**src/rtl/ram_arbiter.sv**
```systemverilog
// Two-master round-robin arbiter in front of a single-port word RAM.
// Partial byte-enable writes become a two-cycle read-modify-write.
module ram_arbiter #(
    parameter int AddrWidth = 32,
    parameter int DataWidth = 32,
    localparam int BeWidth  = DataWidth / 8
) (
    input  logic                 clk_i,
    input  logic                 rst_ni,

    input  logic                 m0_req_i,
    input  logic                 m0_we_i,
    input  logic [AddrWidth-1:0] m0_addr_i,
    input  logic [BeWidth-1:0]   m0_be_i,
    input  logic [DataWidth-1:0] m0_wdata_i,
    output logic                 m0_gnt_o,
    output logic                 m0_rvalid_o,
    output logic [DataWidth-1:0] m0_rdata_o,

    input  logic                 m1_req_i,
    input  logic                 m1_we_i,
    input  logic [AddrWidth-1:0] m1_addr_i,
    input  logic [BeWidth-1:0]   m1_be_i,
    input  logic [DataWidth-1:0] m1_wdata_i,
    output logic                 m1_gnt_o,
    output logic                 m1_rvalid_o,
    output logic [DataWidth-1:0] m1_rdata_o,

    output logic                 ram_we_o,
    output logic [AddrWidth-1:0] ram_addr_o,
    output logic [DataWidth-1:0] ram_wdata_o,
    input  logic [DataWidth-1:0] ram_rdata_i
);

    typedef enum logic {IDLE, RMW} state_e;

    state_e                 state_q, state_d;
    logic                   last_gnt_q;
    logic                   gnt0, gnt1, gnt_any;

    logic                   sel_we;
    logic [AddrWidth-1:0]   sel_addr;
    logic [BeWidth-1:0]     sel_be;
    logic [DataWidth-1:0]   sel_wdata;
    logic                   be_full, be_none, sel_partial;
    logic                   rmw_done;

    logic [AddrWidth-1:0]   rmw_addr_p1;
    logic [BeWidth-1:0]     rmw_be_p1;
    logic [DataWidth-1:0]   rmw_wdata_p1;
    logic [DataWidth-1:0]   rmw_old_p1;
    logic                   rmw_owner_p1;

    logic                   m0_vld_p1, m1_vld_p1;
    logic [DataWidth-1:0]   m0_rdata_p1, m1_rdata_p1;

    function automatic logic [DataWidth-1:0] merge_bytes(
        input logic [DataWidth-1:0] old_w,
        input logic [DataWidth-1:0] new_w,
        input logic [BeWidth-1:0]   be
    );
        logic [DataWidth-1:0] m;
        m = old_w;
        for (int i = 0; i < BeWidth; i++) begin
            if (be[i]) m[8*i +: 8] = new_w[8*i +: 8];
        end
        return m;
    endfunction

    // last_gnt_q = 1 means m1 was granted last, so m0 wins the next tie.
    always_comb begin
        gnt0 = 1'b0;
        gnt1 = 1'b0;
        if (state_q == IDLE) begin
            if (m0_req_i && (!m1_req_i || last_gnt_q)) gnt0 = 1'b1;
            else if (m1_req_i)                        gnt1 = 1'b1;
        end
    end

    assign gnt_any   = gnt0 | gnt1;
    assign sel_we    = gnt1 ? m1_we_i    : m0_we_i;
    assign sel_addr  = gnt1 ? m1_addr_i  : m0_addr_i;
    assign sel_be    = gnt1 ? m1_be_i    : m0_be_i;
    assign sel_wdata = gnt1 ? m1_wdata_i : m0_wdata_i;

    assign be_full     = &sel_be;
    assign be_none     = (sel_be == '0);
    assign sel_partial = gnt_any && sel_we && !be_full && !be_none;
    assign rmw_done    = (state_q == RMW);

    always_comb begin
        state_d     = state_q;
        ram_we_o    = 1'b0;
        ram_addr_o  = '0;
        ram_wdata_o = '0;
        case (state_q)
            IDLE: begin
                if (gnt_any) begin
                    ram_addr_o = sel_addr;
                    if (sel_we && be_full) begin
                        ram_we_o    = 1'b1;
                        ram_wdata_o = sel_wdata;
                    end
                    if (sel_partial) state_d = RMW;
                end
            end
            RMW: begin
                ram_we_o    = 1'b1;
                ram_addr_o  = rmw_addr_p1;
                ram_wdata_o = merge_bytes(rmw_old_p1, rmw_wdata_p1, rmw_be_p1);
                state_d     = IDLE;
            end
            default: state_d = IDLE;
        endcase
    end

    // p1: grant-cycle capture; responses and RMW operands become visible next cycle
    always_ff @(posedge clk_i or negedge rst_ni) begin
        if (!rst_ni) begin
            state_q      <= IDLE;
            last_gnt_q   <= 1'b1;
            rmw_addr_p1  <= '0;
            rmw_be_p1    <= '0;
            rmw_wdata_p1 <= '0;
            rmw_old_p1   <= '0;
            rmw_owner_p1 <= 1'b0;
            m0_vld_p1    <= 1'b0;
            m1_vld_p1    <= 1'b0;
            m0_rdata_p1  <= '0;
            m1_rdata_p1  <= '0;
        end else begin
            state_q <= state_d;
            if (gnt_any) last_gnt_q <= gnt1;
            if (sel_partial) begin
                rmw_addr_p1  <= sel_addr;
                rmw_be_p1    <= sel_be;
                rmw_wdata_p1 <= sel_wdata;
                rmw_old_p1   <= ram_rdata_i;
                rmw_owner_p1 <= gnt1;
            end
            m0_vld_p1 <= (gnt0 && !sel_partial) || (rmw_done && !rmw_owner_p1);
            m1_vld_p1 <= (gnt1 && !sel_partial) || (rmw_done &&  rmw_owner_p1);
            if (gnt0 && !sel_partial)          m0_rdata_p1 <= sel_we ? '0 : ram_rdata_i;
            else if (rmw_done && !rmw_owner_p1) m0_rdata_p1 <= '0;
            if (gnt1 && !sel_partial)          m1_rdata_p1 <= sel_we ? '0 : ram_rdata_i;
            else if (rmw_done && rmw_owner_p1)  m1_rdata_p1 <= '0;
        end
    end

    assign m0_gnt_o    = gnt0;
    assign m1_gnt_o    = gnt1;
    assign m0_rvalid_o = m0_vld_p1;
    assign m1_rvalid_o = m1_vld_p1;
    assign m0_rdata_o  = m0_rdata_p1;
    assign m1_rdata_o  = m1_rdata_p1;

endmodule

```
**config.mk**
```make
export PLATFORM = sky130hd
export DESIGN_NAME = ram_arbiter
export DESIGN_NICKNAME = d
export VERILOG_FILES = /design/src/rtl/ram_arbiter.sv
export SDC_FILE = /design/constraint.sdc
export NUM_CORES = 1
export LEC_CHECK = 0
export ABC_AREA = 1
export ABC_CLOCK_PERIOD_IN_PS = 5200
export CAP_MARGIN = 10
export CORE_ASPECT_RATIO = 1.5
export CORE_MARGIN = 2
export CORE_UTILIZATION = 50
export CTS_BUF_LIST = sky130_fd_sc_hd__clkbuf_4
export DETAILED_ROUTE_END_ITERATION = 8
export HOLD_SLACK_MARGIN = 0.12
export PLACE_DENSITY = 0.89
export SYNTH_ARGS = -nofsm -noshare
export SYNTH_HDL_FRONTEND = slang
export SYNTH_SLANG_ARGS = --single-unit
```
**constraint.sdc**
```tcl
create_clock -name clk_i -period 5.2 [get_ports clk_i]
set_input_delay 1.04 -clock clk_i [delete_from_list [all_inputs] [get_ports clk_i]]
set_output_delay 1.04 -clock clk_i [all_outputs]
set_load 0.02 [all_outputs]
```
==> flow_summary.json <==
{
  "status": "finished clean",
  "reg2reg_to": "rmw_addr_p1[8]$_DFFE_PN0P_",
  "place_ws_ns": 0.537,
  "fillers": 1373,
  "grt_pass1_wl_um": 43500,
  "ios": 307,
  "cts_resized": 0,
  "r2r_slack_ns": 1.97,
  "clkPwrFrac_pct": 13.9,
  "r2r_start": "last_gnt_q$_DFFE_PN1P_",
  "start_util_pct": 50.4,
  "utilization_pct": 69.4,
  "vias": 8580,
  "critical_path_class": "input port to output pin",
  "p_leak_nw": 5.79,
  "synth.cell_area_um2": 8660,
  "cts.reportedPaths.clkPinSlew_ns": 0.18,
  "yosysTopAreaCell": "dfrtp_1",
  "drt_wl_total_um": 27500,
  "cts_tree": "built",
  "drive_above_1_share_pct": 4.74,
  "setup_violations": 0,
  "syn-num-nets": 1239,
  "grt_pass1_vias": 8530,
  "grt_usage_pct": 29.7,
  "clock-sinks": 169,
  "comb_power_share_pct": 45.0,
  "cts-root-buf": "clkbuf_4",
  "final_area_um2": 11900,
  "swShare_pct": 42.2,
  "num_rows": 59,
  "io_buffers": 306,
  "crit_start": "m1_req_i",
  "yosys_warnings": 0,
  "clockBufferDepth": 2,
  "worst_slew_pin_slew_ns": 1.19,
  "max_cap_violations": 0,
  "hold_path_class": "input port to asynchronous set/reset pin",
  "startpoint_type": "input port",
  "vdd_drop_max_v": 0.000228,
  "place_congestion": 0.892,
  "crit_required_ns": 4.16,
  "finalSetupTns_ns": 0,
  "cts_setup_buffers": 0,
  "fin_ws_ns": 0.511,
  "synth_seq_cells": 169,
  "yosysMostFrequentCell": "nand2_1",
  "grt_overflow": 0,
  "viasPerCell": 5.55,
  "htree_levels": 4,
  "synth_area_leaders": "dfrtp_1 (49%), nand2_1 (19%), mux2i_1 (7.4%), nand3_1 (5.8%), nand4_1 (4.6%)",
  "final_hold_viol_count": 0,
  "fmaxAchievable_mhz": 213,
  "die_area_um2": 18400,
  "placed_area_um2": 11700,
  "cts_made_buffers": 17,
  "slew_headroom_pct": 20.5,
  "grt_antenna_before_repair": 2,
  "rsz0062_at_grt": "no",
  "synth_edf_count": 0,
  "fin_nets": 1491,
  "power.density_nw_per_um2": 440,
  "power_frac_seq_pct": 41.1,
  "path_max_fanout": 19,
  "reg2reg_depth": 11,
  "syn_to_final_growth_pct": 37.8,
  "power.net_switching_w": 0.00222,
  "finClkSkew_ns": 0.0295,
  "p_int_w": 0.00304,
  "synth_ff_type": "dfrtp_1",
  "dieHeight_um": 165,
  "ctsHoldBuffers": 0,
  "grt_max_degree": 188,
  "clkLatencyLatePin_ns": 0.56,
  "die_x_um": 111,
  "worstSetupEndpointType": "output pin",
  "drc": 0,
  "core_um2": 17200,
  "drt_iter0_markers": 728,
  "antenna_left": 0,
  "arrival_ns": 3.65,
  "ys_seq_area_share_pct": 48.8,
  "synth_top_area_share_pct": 48.5,
  "fin_crit_ns": 4.69,
  "synthDistinctLibCells": 24,
  "slew_violations": 0,
  "fin_crit_sh_pct": 90.2,
  "routedWlPerCell_um": 17.8,
  "syn_inst": 1065,
  "synthArstFlopShare_pct": 100,
  "avgSynthCellArea_um2": 8.14,
  "dr.pass1.iters": 5,
  "dpl.hpwl_um": 19500,
  "synth_common_cells": "nand2_1 (447), dfrtp_1 (168), nand3_1 (100)"
}
==> critical path: stages <==
cell	delay [ns]
clkdlybuf4s50_1	0.49
inv_2	0.08
nor2_8	0.15
nand2_4	0.19
nand2_1	0.11
nand2_1	0.07
nor2_1	0.10
nand2_1	0.14
nor2_4	0.11
buf_4	0.25
nand3_1	0.11
o21ai_0	0.13
clkdlybuf4s50_1	0.68
==> flip-flops by register name, indices dropped and copies added, names as in the netlist <==
signal	count
m0_rdata_o	32
m1_rdata_o	32
rmw_addr_p1	32
rmw_old_p1	32
rmw_wdata_p1	32
rmw_be_p1	4
last_gnt_q	1
m0_rvalid_o	1
m1_rvalid_o	1
rmw_done	1
rmw_owner_p1	1
==> power groups by stage <==
stage,Combinational [W],Sequential (W),Clock (W)
final,0.00236,0.00216,0.000731
after global routing,0.00257,0.00222,0.000795
after floorplan,0.00127,0.00222,0
after detailed placement,0.00237,0.00217,0
after CTS,0.00237,0.00215,0.000744
after global placement,0.00231,0.00215,0
==> per-layer routing <==
| layer | vias to the layer above | GRT usage [%] | routed length, um |
|---|---|---|---|
| met5 | - | 0 | 0 |
| met4 | 0 | 14.4 | 1150 |
| met3 | 84 | 5.91 | 1960 |
| met2 | 421 | 51.9 | 14200 |
| met1 | 4018 | 35.2 | 10200 |
| li1 | 4057 | - | - |
==> per-stage QoR <==
step,hold slack [ns],total power (W),instances
final,0.496,0.00525,1547
after global routing,0.514,0.00558,1545
after CTS,0.500,0.00526,1543
after detailed placement,0.466,0.00454,1511
after global placement,0.461,0.00446,1511
after floorplan,0.448,0.00349,1065
==> area by class of cell <==
class	count	area (um^2)	share of cell area [%]
Antenna cell	4	10.0	0.0838
Clock buffer	17	128	1.07
Clock inverter	15	130	1.09
Inverter	12	45.0	0.377
Multi-Input combinational cell	796	3900	32.7
Sequential cell	169	4230	35.4
Tap cell	213	267	2.23
Timing Repair Buffer	321	3230	27.0
==> worst max path at each step <==
stage | to | slack (ns) | cells past startpoint
floorplan | ram_addr_o[10] | 1.64 | 8
global placement | ram_wdata_o[21] | 0.64 | 13
detailed placement | ram_wdata_o[27] | 0.54 | 13
CTS | ram_wdata_o[27] | 0.54 | 13
global route | ram_wdata_o[27] | 0.35 | 13
finish | ram_wdata_o[27] | 0.51 | 13
==> cell usage in the layout, fill, tap and decap left out, drive strengths merged <==
cell	count
nand3	101
clkdlybuf4s50	305
a21oi	2
nand3b	4
clkinv	3
nand4	64
clkbuf	17
mux2i	64
diode	4
o21ai	102
buf	16
clkinvlp	2
nand2	450
nor2	8
dfrtp	168
or2	1
dfstp	1
inv	22
==> cell families after synthesis <==
group                  after synthesis  synth area share, %
multiplexers                        64                 7.39
AND/OR/NAND/NOR                    628                 31.2
AO/OA/AOI/OAI                      104                 6.14
flip-flops                         169                 48.8
buffers and inverters              100                 6.45
Power figures use the tool's default switching activity.
